===== config.mk =====
export PLATFORM = sky130hd
export DESIGN_NAME = ccff_loader
export DESIGN_NICKNAME = d
export VERILOG_FILES = /design/src/rtl/ccff_loader_pkg.sv /design/src/rtl/ccff_crc8.sv /design/src/rtl/ccff_loader.sv
export SDC_FILE = /design/constraint.sdc
export NUM_CORES = 1
export LEC_CHECK = 0
export BUFFER_PORTS_ARGS = -buffer_cell sky130_fd_sc_hd__buf_2
export CELL_PAD_IN_SITES_DETAIL_PLACEMENT = 0
export CELL_PAD_IN_SITES_GLOBAL_PLACEMENT = 2
export CORE_MARGIN = 2
export CORE_UTILIZATION = 34
export DETAILED_ROUTE_END_ITERATION = 16
export PLACE_DENSITY_LB_ADDON = 0.1
export SETUP_SLACK_MARGIN = 0.02
export SYNTH_ARGS = -nofsm -noshare
export SYNTH_HDL_FRONTEND = slang
export SYNTH_SLANG_ARGS = --single-unit

===== constraint.sdc =====
create_clock -name prog_clk -period 2.2 [get_ports prog_clk]
set_input_delay 0.55 -clock prog_clk [delete_from_list [all_inputs] [get_ports prog_clk]]
set_output_delay 0.55 -clock prog_clk [all_outputs]
set_load 0.05 [all_outputs]

===== src/rtl/ccff_loader_pkg.sv =====
// Shared state type and serial CRC-8 helper for the configuration-chain loader.
// CCFF_LOADER_CRC_EN adds the CRC_WAIT state.
package ccff_loader_pkg;

  localparam logic [7:0] CCFF_CRC_POLY = 8'h07;
  localparam logic [7:0] CCFF_CRC_INIT = 8'h00;

`ifdef CCFF_LOADER_CRC_EN
  typedef enum logic [2:0] {StIdle, StLoad, StShift, StCrcWait, StDone} ccff_ld_state_t;
`else
  typedef enum logic [2:0] {StIdle, StLoad, StShift, StDone} ccff_ld_state_t;
`endif

  // One MSB-first CRC step: feedback is the outgoing MSB xor the new data bit.
  function automatic logic [7:0] ccff_crc8_step(input logic [7:0] crc, input logic din);
    logic fb;
    fb = crc[7] ^ din;
    return {crc[6:0], 1'b0} ^ (fb ? CCFF_CRC_POLY : 8'h00);
  endfunction

endpackage


===== src/rtl/ccff_crc8.sv =====
// Serial CRC-8 register (poly 0x07, init 0x00), one bit per enabled cycle.
// Only instantiated when CCFF_LOADER_CRC_EN is defined.
module ccff_crc8
  import ccff_loader_pkg::*;
(
  input  logic       clk_i,
  input  logic       rst_i,
  input  logic       clr_i,
  input  logic       en_i,
  input  logic       bit_i,
  output logic [7:0] crc_o
);

  logic [7:0] crc_q, crc_d;

  always_comb begin
    crc_d = crc_q;
    if (clr_i) begin
      crc_d = CCFF_CRC_INIT;
    end else if (en_i) begin
      crc_d = ccff_crc8_step(crc_q, bit_i);
    end
  end

  always_ff @(posedge clk_i) begin
    if (rst_i) begin
      crc_q <= CCFF_CRC_INIT;
    end else begin
      crc_q <= crc_d;
    end
  end

  assign crc_o = crc_q;

endmodule


===== src/rtl/ccff_loader.sv =====
// Streams configuration words MSB-first into a configuration chain and gates its shift enable.
// Defining CCFF_LOADER_CRC_EN appends a CRC-8 check word after the payload.
module ccff_loader
  import ccff_loader_pkg::*;
#(
  parameter int unsigned CHAIN_LEN = 36,
  parameter int unsigned WORD_W    = 8
) (
  input  logic              prog_clk,
  input  logic              prog_reset,
  input  logic              start,
  input  logic [WORD_W-1:0] cfg_data,
  input  logic              cfg_valid,
  output logic              cfg_ready,
  output logic              ccff_head,
  output logic              ccff_shift_en,
  output logic              busy,
  output logic              done,
  output logic              error
);

  localparam int unsigned CntW = $clog2(CHAIN_LEN + 1);
  localparam int unsigned IdxW = $clog2(WORD_W);

`ifdef CCFF_LOADER_CRC_EN
  localparam ccff_ld_state_t FinalSt = StCrcWait;
`else
  localparam ccff_ld_state_t FinalSt = StDone;
`endif

  ccff_ld_state_t    state_q, state_d;
  logic [CntW-1:0]   cnt_q, cnt_d;
  logic [IdxW-1:0]   idx_q, idx_d;
  logic [WORD_W-1:0] sreg_q, sreg_d;
  logic              head_q, head_d;
  logic              sen_q, sen_d;
  logic              busy_q, busy_d;
  logic              done_q, done_d;
  logic              accept, last_bit, word_end;

`ifdef CCFF_LOADER_CRC_EN
  logic       err_q, err_d;
  logic       crc_clr;
  logic [7:0] crc;

  assign cfg_ready = (state_q == StLoad) || (state_q == StCrcWait);

  ccff_crc8 u_crc (
    .clk_i (prog_clk),
    .rst_i (prog_reset),
    .clr_i (crc_clr),
    .en_i  (sen_q),
    .bit_i (head_q),
    .crc_o (crc)
  );
`else
  assign cfg_ready = (state_q == StLoad);
`endif

  assign accept   = cfg_valid & cfg_ready;
  // The final word ends early when the chain fills before WORD_W bits are out.
  assign last_bit = (cnt_q == CntW'(CHAIN_LEN - 1));
  assign word_end = last_bit || (idx_q == IdxW'(WORD_W - 1));

  always_comb begin
    state_d = state_q;
    cnt_d   = cnt_q;
    idx_d   = idx_q;
    sreg_d  = sreg_q;
    head_d  = 1'b0;
    sen_d   = 1'b0;
`ifdef CCFF_LOADER_CRC_EN
    err_d   = err_q;
    crc_clr = 1'b0;
`endif
    case (state_q)
      StIdle: begin
        if (start) begin
          state_d = StLoad;
          cnt_d   = '0;
`ifdef CCFF_LOADER_CRC_EN
          err_d   = 1'b0;
          crc_clr = 1'b1;
`endif
        end
      end
      StLoad: begin
        if (accept) begin
          state_d = StShift;
          head_d  = cfg_data[WORD_W-1];
          sen_d   = 1'b1;
          sreg_d  = {cfg_data[WORD_W-2:0], 1'b0};
          idx_d   = '0;
        end
      end
      StShift: begin
        cnt_d = cnt_q + CntW'(1);
        if (word_end) begin
          state_d = last_bit ? FinalSt : StLoad;
        end else begin
          head_d = sreg_q[WORD_W-1];
          sen_d  = 1'b1;
          sreg_d = {sreg_q[WORD_W-2:0], 1'b0};
          idx_d  = idx_q + IdxW'(1);
        end
      end
`ifdef CCFF_LOADER_CRC_EN
      StCrcWait: begin
        if (accept) begin
          err_d   = (cfg_data[7:0] != crc);
          state_d = StDone;
        end
      end
`endif
      StDone:  state_d = StIdle;
      default: state_d = StIdle;
    endcase
    busy_d = (state_d != StIdle);
    done_d = (state_d == StDone);
  end

  always_ff @(posedge prog_clk) begin
    if (prog_reset) begin
      state_q <= StIdle;
      cnt_q   <= '0;
      idx_q   <= '0;
      sreg_q  <= '0;
      head_q  <= 1'b0;
      sen_q   <= 1'b0;
      busy_q  <= 1'b0;
      done_q  <= 1'b0;
`ifdef CCFF_LOADER_CRC_EN
      err_q   <= 1'b0;
`endif
    end else begin
      state_q <= state_d;
      cnt_q   <= cnt_d;
      idx_q   <= idx_d;
      sreg_q  <= sreg_d;
      head_q  <= head_d;
      sen_q   <= sen_d;
      busy_q  <= busy_d;
      done_q  <= done_d;
`ifdef CCFF_LOADER_CRC_EN
      err_q   <= err_d;
`endif
    end
  end

  assign ccff_head     = head_q;
  assign ccff_shift_en = sen_q;
  assign busy          = busy_q;
  assign done          = done_q;
`ifdef CCFF_LOADER_CRC_EN
  assign error         = err_q;
`else
  assign error         = 1'b0;
`endif

endmodule


==> metrics.txt, run 1 <==
# TYPE chip_impl_metric gauge
chip_impl_info{name="run_status",value="complete, no violations"} 1
chip_impl_info{name="rsz_0062_raised_after_global_routing",value="false"} 1
chip_impl_metric{name="antenna_found_initial",unit=""} 0
chip_impl_metric{name="vdd.ir_drop.worst",unit="mV"} 0.164
chip_impl_metric{name="cts_setup_buffers",unit=""} 0
chip_impl_info{name="worst_hold_path_type",value="reg2reg"} 1
chip_impl_info{name="hold_end",value="ccff_head"} 1
chip_impl_metric{name="worstPathRequired",unit="ps"} 2410
chip_impl_metric{name="synthesis.area",unit="µm²"} 1200
chip_impl_info{name="crit_top_cell",value="ha_1"} 1
chip_impl_metric{name="grt_max_degree",unit=""} 30
chip_impl_info{name="worstSetupPathType",value="reg2reg"} 1
chip_impl_metric{name="antenna_violating_nets_post_route",unit=""} 0
chip_impl_info{name="crit-reg2reg-capture",value="idx_q[0]"} 1
chip_impl_metric{name="max_freq",unit="GHz"} 0.480
chip_impl_metric{name="die-height",unit="µm"} 63.3
chip_impl_info{name="cp_cell_sequence",value="ha_1, ha_1, or4b_1, a21oi_4, mux2_1"} 1
chip_impl_metric{name="grtUsageTotal",unit="%"} 12.6
chip_impl_metric{name="share_of_the_clock_period_used_by_the_worst_path_after_layout",unit="%"} 94.7
chip_impl_metric{name="instances_no_fill",unit=""} 189
chip_impl_metric{name="floorplan.die.width",unit="µm"} 63.3
chip_impl_metric{name="count_of_cell_types_in_the_netlist",unit=""} 36
chip_impl_metric{name="first_global_vias",unit=""} 856
chip_impl_metric{name="initial_utilization",unit="%"} 35.6
chip_impl_metric{name="finalHoldViolCount",unit=""} 0
chip_impl_metric{name="area.growth.synth_to_final",unit="%"} 14.3
chip_impl_metric{name="drtIter0Drc",unit=""} 52
chip_impl_metric{name="wl_per_cell",unit="µm"} 13.0
chip_impl_info{name="crit_slowest_cell",value="or4b_1"} 1
chip_impl_info{name="hold_path_startpoint",value="sreg_q[7]"} 1
chip_impl_metric{name="arrival_worst_endpoint",unit="ps"} 2290
chip_impl_metric{name="num_vias",unit=""} 953
chip_impl_metric{name="floorplan.io_pins",unit=""} 18
chip_impl_metric{name="cts.repair.resized",unit=""} 0
chip_impl_metric{name="synth_warnings",unit=""} 0
chip_impl_metric{name="max-slew-margin-rel",unit="%"} 63.4
chip_impl_metric{name="detailed_place.area",unit="µm²"} 1340
chip_impl_metric{name="power_per_cell_area",unit="nW/µm²"} 511
chip_impl_metric{name="worstSkewPairLatency",unit="ps"} 310
chip_impl_metric{name="p_sw_share",unit="%"} 25.0
chip_impl_metric{name="num_antenna_cells",unit=""} 0
chip_impl_info{name="primary_ff_master_synth",value="dfxtp_1"} 1
chip_impl_metric{name="finalWeightedCongestion",unit=""} 0.653
chip_impl_metric{name="drc_errors",unit=""} 0
chip_impl_metric{name="worst_r2r_path_depth",unit=""} 5
chip_impl_metric{name="grt_first_pass_wirelength",unit="µm"} 4090
chip_impl_metric{name="dp_hpwl",unit="µm"} 1730
chip_impl_metric{name="drive_above_1_share",unit="%"} 26.6
chip_impl_metric{name="yosysSeqAreaShare",unit="%"} 38.5
chip_impl_metric{name="fin_area",unit="µm²"} 1370
chip_impl_metric{name="max-cap-violations",unit=""} 0
chip_impl_info{name="type_of_element_launching_the_critical_path",value="flip-flop"} 1
chip_impl_metric{name="timing.clock.skew",unit="ps"} 1.49
chip_impl_metric{name="crit_path_max_fanout",unit=""} 8
chip_impl_info{name="family_with_the_most_delay_on_the_worst_path",value="simple AND/OR/NAND/NOR gates"} 1
chip_impl_info{name="tritoncts",value="yes"} 1
chip_impl_metric{name="r2r_slack",unit="ps"} 120
chip_impl_metric{name="p_int",unit="mW"} 0.524
chip_impl_metric{name="min_delay_path_depth",unit=""} 2
chip_impl_metric{name="power_frac_clock",unit="%"} 28.3
chip_impl_metric{name="postCtsHoldBufs",unit=""} 0
chip_impl_metric{name="async_flop_share",unit="%"} 0
chip_impl_metric{name="dp_slack",unit="ps"} 130
chip_impl_metric{name="cpPeakStageDelay",unit="ps"} 680
chip_impl_metric{name="p_seq_share",unit="%"} 61.3
chip_impl_metric{name="drt-pass1-iter-count",unit=""} 4
chip_impl_metric{name="clkSlewWorstSetupHoldPaths",unit="ps"} 130
chip_impl_metric{name="clock-sinks",unit=""} 23
chip_impl_metric{name="nNetsFinal",unit=""} 159
chip_impl_metric{name="port-buffer-count",unit=""} 16
chip_impl_metric{name="timing.final.ws_setup",unit="ps"} 116
chip_impl_metric{name="place_inst",unit=""} 185
chip_impl_metric{name="detail_route.wirelength",unit="µm"} 2460
chip_impl_metric{name="critical_path_buf_inv_count",unit=""} 0
chip_impl_metric{name="clock_path_buffers",unit=""} 2
chip_impl_info{name="r2r-start",value="idx_q[0]"} 1
chip_impl_info{name="end_kind",value="flip-flop"} 1
chip_impl_metric{name="finalSetupTns",unit="ps"} 0
chip_impl_metric{name="fp.dieArea",unit="µm²"} 4010
chip_impl_metric{name="final_util",unit="%"} 40.7
chip_impl_metric{name="fp-row-count",unit=""} 21
chip_impl_metric{name="power_frac_comb",unit="%"} 10.4
chip_impl_metric{name="core",unit="µm²"} 3360
chip_impl_metric{name="finalMaxSlewViolations",unit=""} 0
chip_impl_metric{name="synth-edff-count",unit=""} 0
chip_impl_metric{name="p_sw",unit="mW"} 0.175
chip_impl_metric{name="timing.final.crit_period",unit="ps"} 2080
chip_impl_metric{name="overflow",unit=""} 0
chip_impl_metric{name="postSynthCellCount",unit=""} 127
chip_impl_metric{name="cts.htree.levels",unit=""} 1
chip_impl_metric{name="worst-slew-pin-transition",unit="ps"} 546
chip_impl_metric{name="syn_area_per_cell",unit="µm²"} 9.42
chip_impl_metric{name="cts_inserted_buffers",unit=""} 3
chip_impl_metric{name="static_power_due_to_leakage",unit="nW"} 0.494
chip_impl_metric{name="number_of_vias_per_cell",unit=""} 5.04
chip_impl_info{name="cts_root_buf",value="clkbuf_4"} 1
chip_impl_metric{name="yosys_register_bits",unit=""} 23
chip_impl_metric{name="number_of_failing_setup_endpoints_in_the_final_timing_report",unit=""} 0
## sequential cells by signal, indices dropped and copies added (netlist names)
| signal | flops |
|---|---|
| done | 1 |
| busy | 1 |
| idx_q | 3 |
| cnt_q | 6 |
| ccff_shift_en | 1 |
| state_q | 3 |
| ccff_head | 1 |
| sreg_q | 7 |
## area by class of cell
| type | instances | area, µm² |
|---|---|---|
| clock buffers | 4 | 26.3 |
| fillers | 368 | 2000 |
| multi-input cells | 93 | 694 |
| inverters | 1 | 3.75 |
| flip-flops and latches | 23 | 460 |
| repair buffers | 22 | 125 |
| well taps | 46 | 57.6 |
## worst reg2reg max path, stage by stage, from the launching register on
cell and delay [ps]:
dfxtp_1 350, ha_1 200, ha_1 230, or4b_1 680, a21oi_4 210, mux2_1 330
## layer usage
metal / share of wire, % / track usage (%) / vias to the layer above / routed length, µm
met5: 0 / 0 / - / 0
met1: 53 / 17.4 / 443 / 1310
met3: 3.2 / 2.68 / 2 / 79
li1: - / - / 498 / -
met2: 43 / 19.3 / 10 / 1050
met4: 0.69 / 4.89 / 0 / 17
## power by group through the flow
stage | clock, mW | combinational, mW | sequential, mW
after floorplan | 0 | 0.0477 | 0.442
after global placement | 0 | 0.0717 | 0.438
after detailed placement | 0 | 0.0726 | 0.438
after CTS | 0.213 | 0.0729 | 0.429
after global routing | 0.233 | 0.0786 | 0.430
final | 0.198 | 0.0723 | 0.429
## through the flow
step	hold slack (ps)	power, mW
floorplan	443	0.490
global placement	451	0.510
detailed placement	456	0.511
CTS	454	0.715
global route	474	0.741
finish	470	0.699
## cells in the final DEF, fill, tap and decap left out, types with 4 or more instances in the layout
cell type	count
nand3b_1	6
dfxtp_1	23
buf_4	6
nor2_1	13
nand2b_1	6
buf_2	16
a21oi_1	6
o21bai_1	6
a211oi_1	8
a211oi_2	6
nand2_1	4
## cells in the mapped netlist (3+ instances only)
master	n	share of area [%]
nor2_1	13	4.1
nand2b_1	6	3.1
nor3b_1	4	2.5
a21oi_1	6	2.5
o21bai_1	6	3.8
dfxtp_1	23	38
buf_2	6	2.5
nand2_1	4	1.3
a211oi_1	8	5.0
a211oi_2	6	6.3
clkbuf_1	4	1.3
nand3b_1	6	3.8
ha_1	3	3.1
## cells by family after synthesis
family	count (synthesis)	share of synthesized area [%]
muxes	5	4.50
other	1	0.314
DFF	23	38.5
AOI/OAI and AO/OA	37	25.4
buffers and inverters	12	4.71
adders and majority gates	3	3.14
and+or+nand+nor	46	23.4
## worst max path at each step
stage,start,to,slack [ps],cells past startpoint
after floorplan,idx_q[0],idx_q[0],270,6
after CTS,idx_q[0],idx_q[0],110,5
final,idx_q[0],idx_q[0],120,5
after detailed placement,idx_q[0],idx_q[0],130,5
after global placement,idx_q[0],idx_q[0],190,5
after global routing,idx_q[0],idx_q[0],40,5
No activity file was read; power rests on OpenSTA's default activity.
==> inputs of run 2 (changes only) <==
- CELL_PAD_IN_SITES_DETAIL_PLACEMENT: 0 -> unset
- CELL_PAD_IN_SITES_GLOBAL_PLACEMENT: 2 -> unset
- CORE_UTILIZATION: 34 -> 55
- GPL_TIMING_DRIVEN: unset -> 0
- PLACE_DENSITY: unset -> 0.77
- PLACE_DENSITY_LB_ADDON: 0.1 -> unset
==> run 2 against run 1 <==
Total power increased by 1.1%. Combinational power grew 3.6%. Critical path type unchanged. Fmax grew 1.6%. Die area is 36% lower. Core utilization increased by 26 points. Non-clock buffer count is 4 higher. Clock-buffer cell count did not move. Clock skew is 4.1 ps higher.
==> metrics.txt, run 2 (synthesis gave the netlist of run 1 again) <==
# TYPE chip_impl_metric gauge
chip_impl_metric{name="drc_errors",unit=""} 0
chip_impl_metric{name="fp.dieArea",unit="µm²"} 2560
chip_impl_metric{name="antenna_found_initial",unit=""} 0
chip_impl_metric{name="max-cap-violations",unit=""} 0
chip_impl_metric{name="cts.htree.levels",unit=""} 1
chip_impl_metric{name="r2r_slack",unit="ps"} 150
chip_impl_metric{name="drt-pass1-iter-count",unit=""} 6
chip_impl_metric{name="worst-slew-pin-transition",unit="ps"} 502
chip_impl_metric{name="critical_path_buf_inv_count",unit=""} 1
chip_impl_info{name="end_kind",value="flip-flop"} 1
chip_impl_metric{name="cts_setup_buffers",unit=""} 0
chip_impl_metric{name="max_freq",unit="GHz"} 0.487
chip_impl_metric{name="arrival_worst_endpoint",unit="ps"} 2270
chip_impl_metric{name="max-slew-margin-rel",unit="%"} 66.0
chip_impl_metric{name="drtIter0Drc",unit=""} 26
chip_impl_metric{name="cts.repair.resized",unit=""} 0
chip_impl_metric{name="timing.hold.ws",unit="ps"} 469
chip_impl_metric{name="timing.clock.skew",unit="ps"} 5.56
chip_impl_metric{name="core",unit="µm²"} 2000
chip_impl_metric{name="worstPathRequired",unit="ps"} 2410
chip_impl_metric{name="floorplan.die.width",unit="µm"} 50.6
chip_impl_metric{name="power_per_cell_area",unit="nW/µm²"} 527
chip_impl_metric{name="cts_inserted_buffers",unit=""} 3
chip_impl_info{name="final_cell_mix",value="dfxtp_1 (23), buf_2 (21), nor2_1 (13)"} 1
chip_impl_info{name="crit_top_cell",value="ha_1"} 1
chip_impl_info{name="family_with_the_most_delay_on_the_worst_path",value="simple AND/OR/NAND/NOR gates"} 1
chip_impl_metric{name="dp_hpwl",unit="µm"} 1750
chip_impl_info{name="tritoncts",value="yes"} 1
chip_impl_metric{name="share_of_the_clock_period_used_by_the_worst_path_after_layout",unit="%"} 93.3
chip_impl_metric{name="clkSlewWorstSetupHoldPaths",unit="ps"} 130
chip_impl_info{name="biggestRegsByFlops",value="sreg_q: 7 flops, cnt_q: 6 flops"} 1
chip_impl_metric{name="grtUsageTotal",unit="%"} 21.2
chip_impl_metric{name="initial_utilization",unit="%"} 59.7
chip_impl_metric{name="detail_route.wirelength",unit="µm"} 2450
chip_impl_metric{name="worstSkewPairLatency",unit="ps"} 310
chip_impl_metric{name="layout_filler_cell_count",unit=""} 173
chip_impl_metric{name="clock-sinks",unit=""} 23
chip_impl_metric{name="die-height",unit="µm"} 50.6
chip_impl_metric{name="finalWeightedCongestion",unit=""} 0.825
chip_impl_info{name="type_of_element_launching_the_critical_path",value="flip-flop"} 1
chip_impl_metric{name="antenna_violating_nets_post_route",unit=""} 0
chip_impl_info{name="run_status",value="complete, no violations"} 1
chip_impl_metric{name="finalHoldViolCount",unit=""} 0
chip_impl_metric{name="num_vias",unit=""} 1020
chip_impl_info{name="regMostFlops",value="sreg_q"} 1
chip_impl_metric{name="floorplan.io_pins",unit=""} 18
chip_impl_info{name="layout_commonest_cell",value="dfxtp_1"} 1
chip_impl_metric{name="number_of_vias_per_cell",unit=""} 5.86
chip_impl_metric{name="clock_path_buffers",unit=""} 2
chip_impl_metric{name="number_of_failing_setup_endpoints_in_the_final_timing_report",unit=""} 0
chip_impl_metric{name="cpPeakStageDelay",unit="ps"} 470
chip_impl_metric{name="wl_per_cell",unit="µm"} 14.1
chip_impl_metric{name="num_antenna_cells",unit=""} 0
chip_impl_metric{name="nNetsFinal",unit=""} 163
chip_impl_info{name="crit_slowest_cell",value="or4b_1"} 1
chip_impl_metric{name="finalMaxSlewViolations",unit=""} 0
chip_impl_info{name="rsz_0062_raised_after_global_routing",value="false"} 1
chip_impl_metric{name="dp_slack",unit="ps"} 157
chip_impl_metric{name="area.growth.synth_to_final",unit="%"} 12.0
chip_impl_info{name="cp_cell_sequence",value="ha_1, ha_1, or4b_1, buf_2, a21oi_4, mux2_1"} 1
chip_impl_info{name="worstSetupPathType",value="reg2reg"} 1
chip_impl_metric{name="fp-row-count",unit=""} 16
chip_impl_metric{name="overflow",unit=""} 0
chip_impl_metric{name="timing.final.crit_period",unit="ps"} 2050
chip_impl_info{name="worst_hold_path_type",value="reg2reg"} 1
chip_impl_metric{name="first_global_vias",unit=""} 967
chip_impl_info{name="cts_root_buf",value="clkbuf_4"} 1
chip_impl_metric{name="vdd.ir_drop.worst",unit="mV"} 0.338
chip_impl_metric{name="port-buffer-count",unit=""} 15
chip_impl_metric{name="crit_path_max_fanout",unit=""} 8
chip_impl_metric{name="drive_above_1_share",unit="%"} 25.2
chip_impl_metric{name="grt_first_pass_wirelength",unit="µm"} 4200
chip_impl_metric{name="timing.final.ws_setup",unit="ps"} 148
chip_impl_metric{name="finalSetupTns",unit="ps"} 0
chip_impl_metric{name="largest_register_ff_count",unit=""} 7
chip_impl_metric{name="grt_max_degree",unit=""} 13
chip_impl_metric{name="postCtsHoldBufs",unit=""} 0
chip_impl_metric{name="static_power_due_to_leakage",unit="nW"} 0.496
==> run 2: worst register-to-register path, cell delays in order (launching register included) <==
cell,delay (ps)
dfxtp_1,350
ha_1,200
ha_1,220
or4b_1,470
buf_2,200
a21oi_4,190
mux2_1,330
==> run 2: report_power, final <==
part	internal (mW)	switching [mW]	leakage, nW
clock	0.0708	0.133	0.0150
combinational	0.0294	0.0455	0.295
sequential	0.424	0.00418	0.186
total	0.524	0.182	0.496
==> run 2: worst paths after layout <==
kind / to / start / cells after the start
setup reg to reg: idx_q[0] / idx_q[0] / 6
hold reg to reg: ccff_head / sreg_q[7] / 2
hold / removal: ccff_head / sreg_q[7] / 2
setup / recovery: idx_q[0] / idx_q[0] / 6
==> run 2: area by class of cell <==
class	count	area, µm²	share of cell area [%]
multi-input cells	93	688	51.4
flip-flops and latches	23	460	34.4
repair buffers	15	75.1	5.60
plain buffers	11	52.6	3.92
well taps	27	33.8	2.52
clock buffers	4	26.3	1.96
inverters	1	3.75	0.280
==> run 2: stage by stage <==
| step | instances | total power, mW | instance area (µm²) | utilization, % |
|---|---|---|---|---|
| after floorplan | 128 | 0.490 | 1200 | - |
| after global placement | 170 | 0.509 | 1310 | 65.6 |
| after detailed placement | 170 | 0.512 | 1310 | 65.6 |
| after CTS | 174 | 0.705 | 1340 | 66.9 |
| after global routing | 174 | 0.729 | 1340 | 66.9 |
| final | 174 | 0.707 | 1340 | 66.9 |
==> run 2: layer usage <==
metal	share of wire, %	GRT usage, %
met1	48	27.5
met2	47	36.6
met3	4.2	2.68
met4	1.2	6.31
met5	0	0
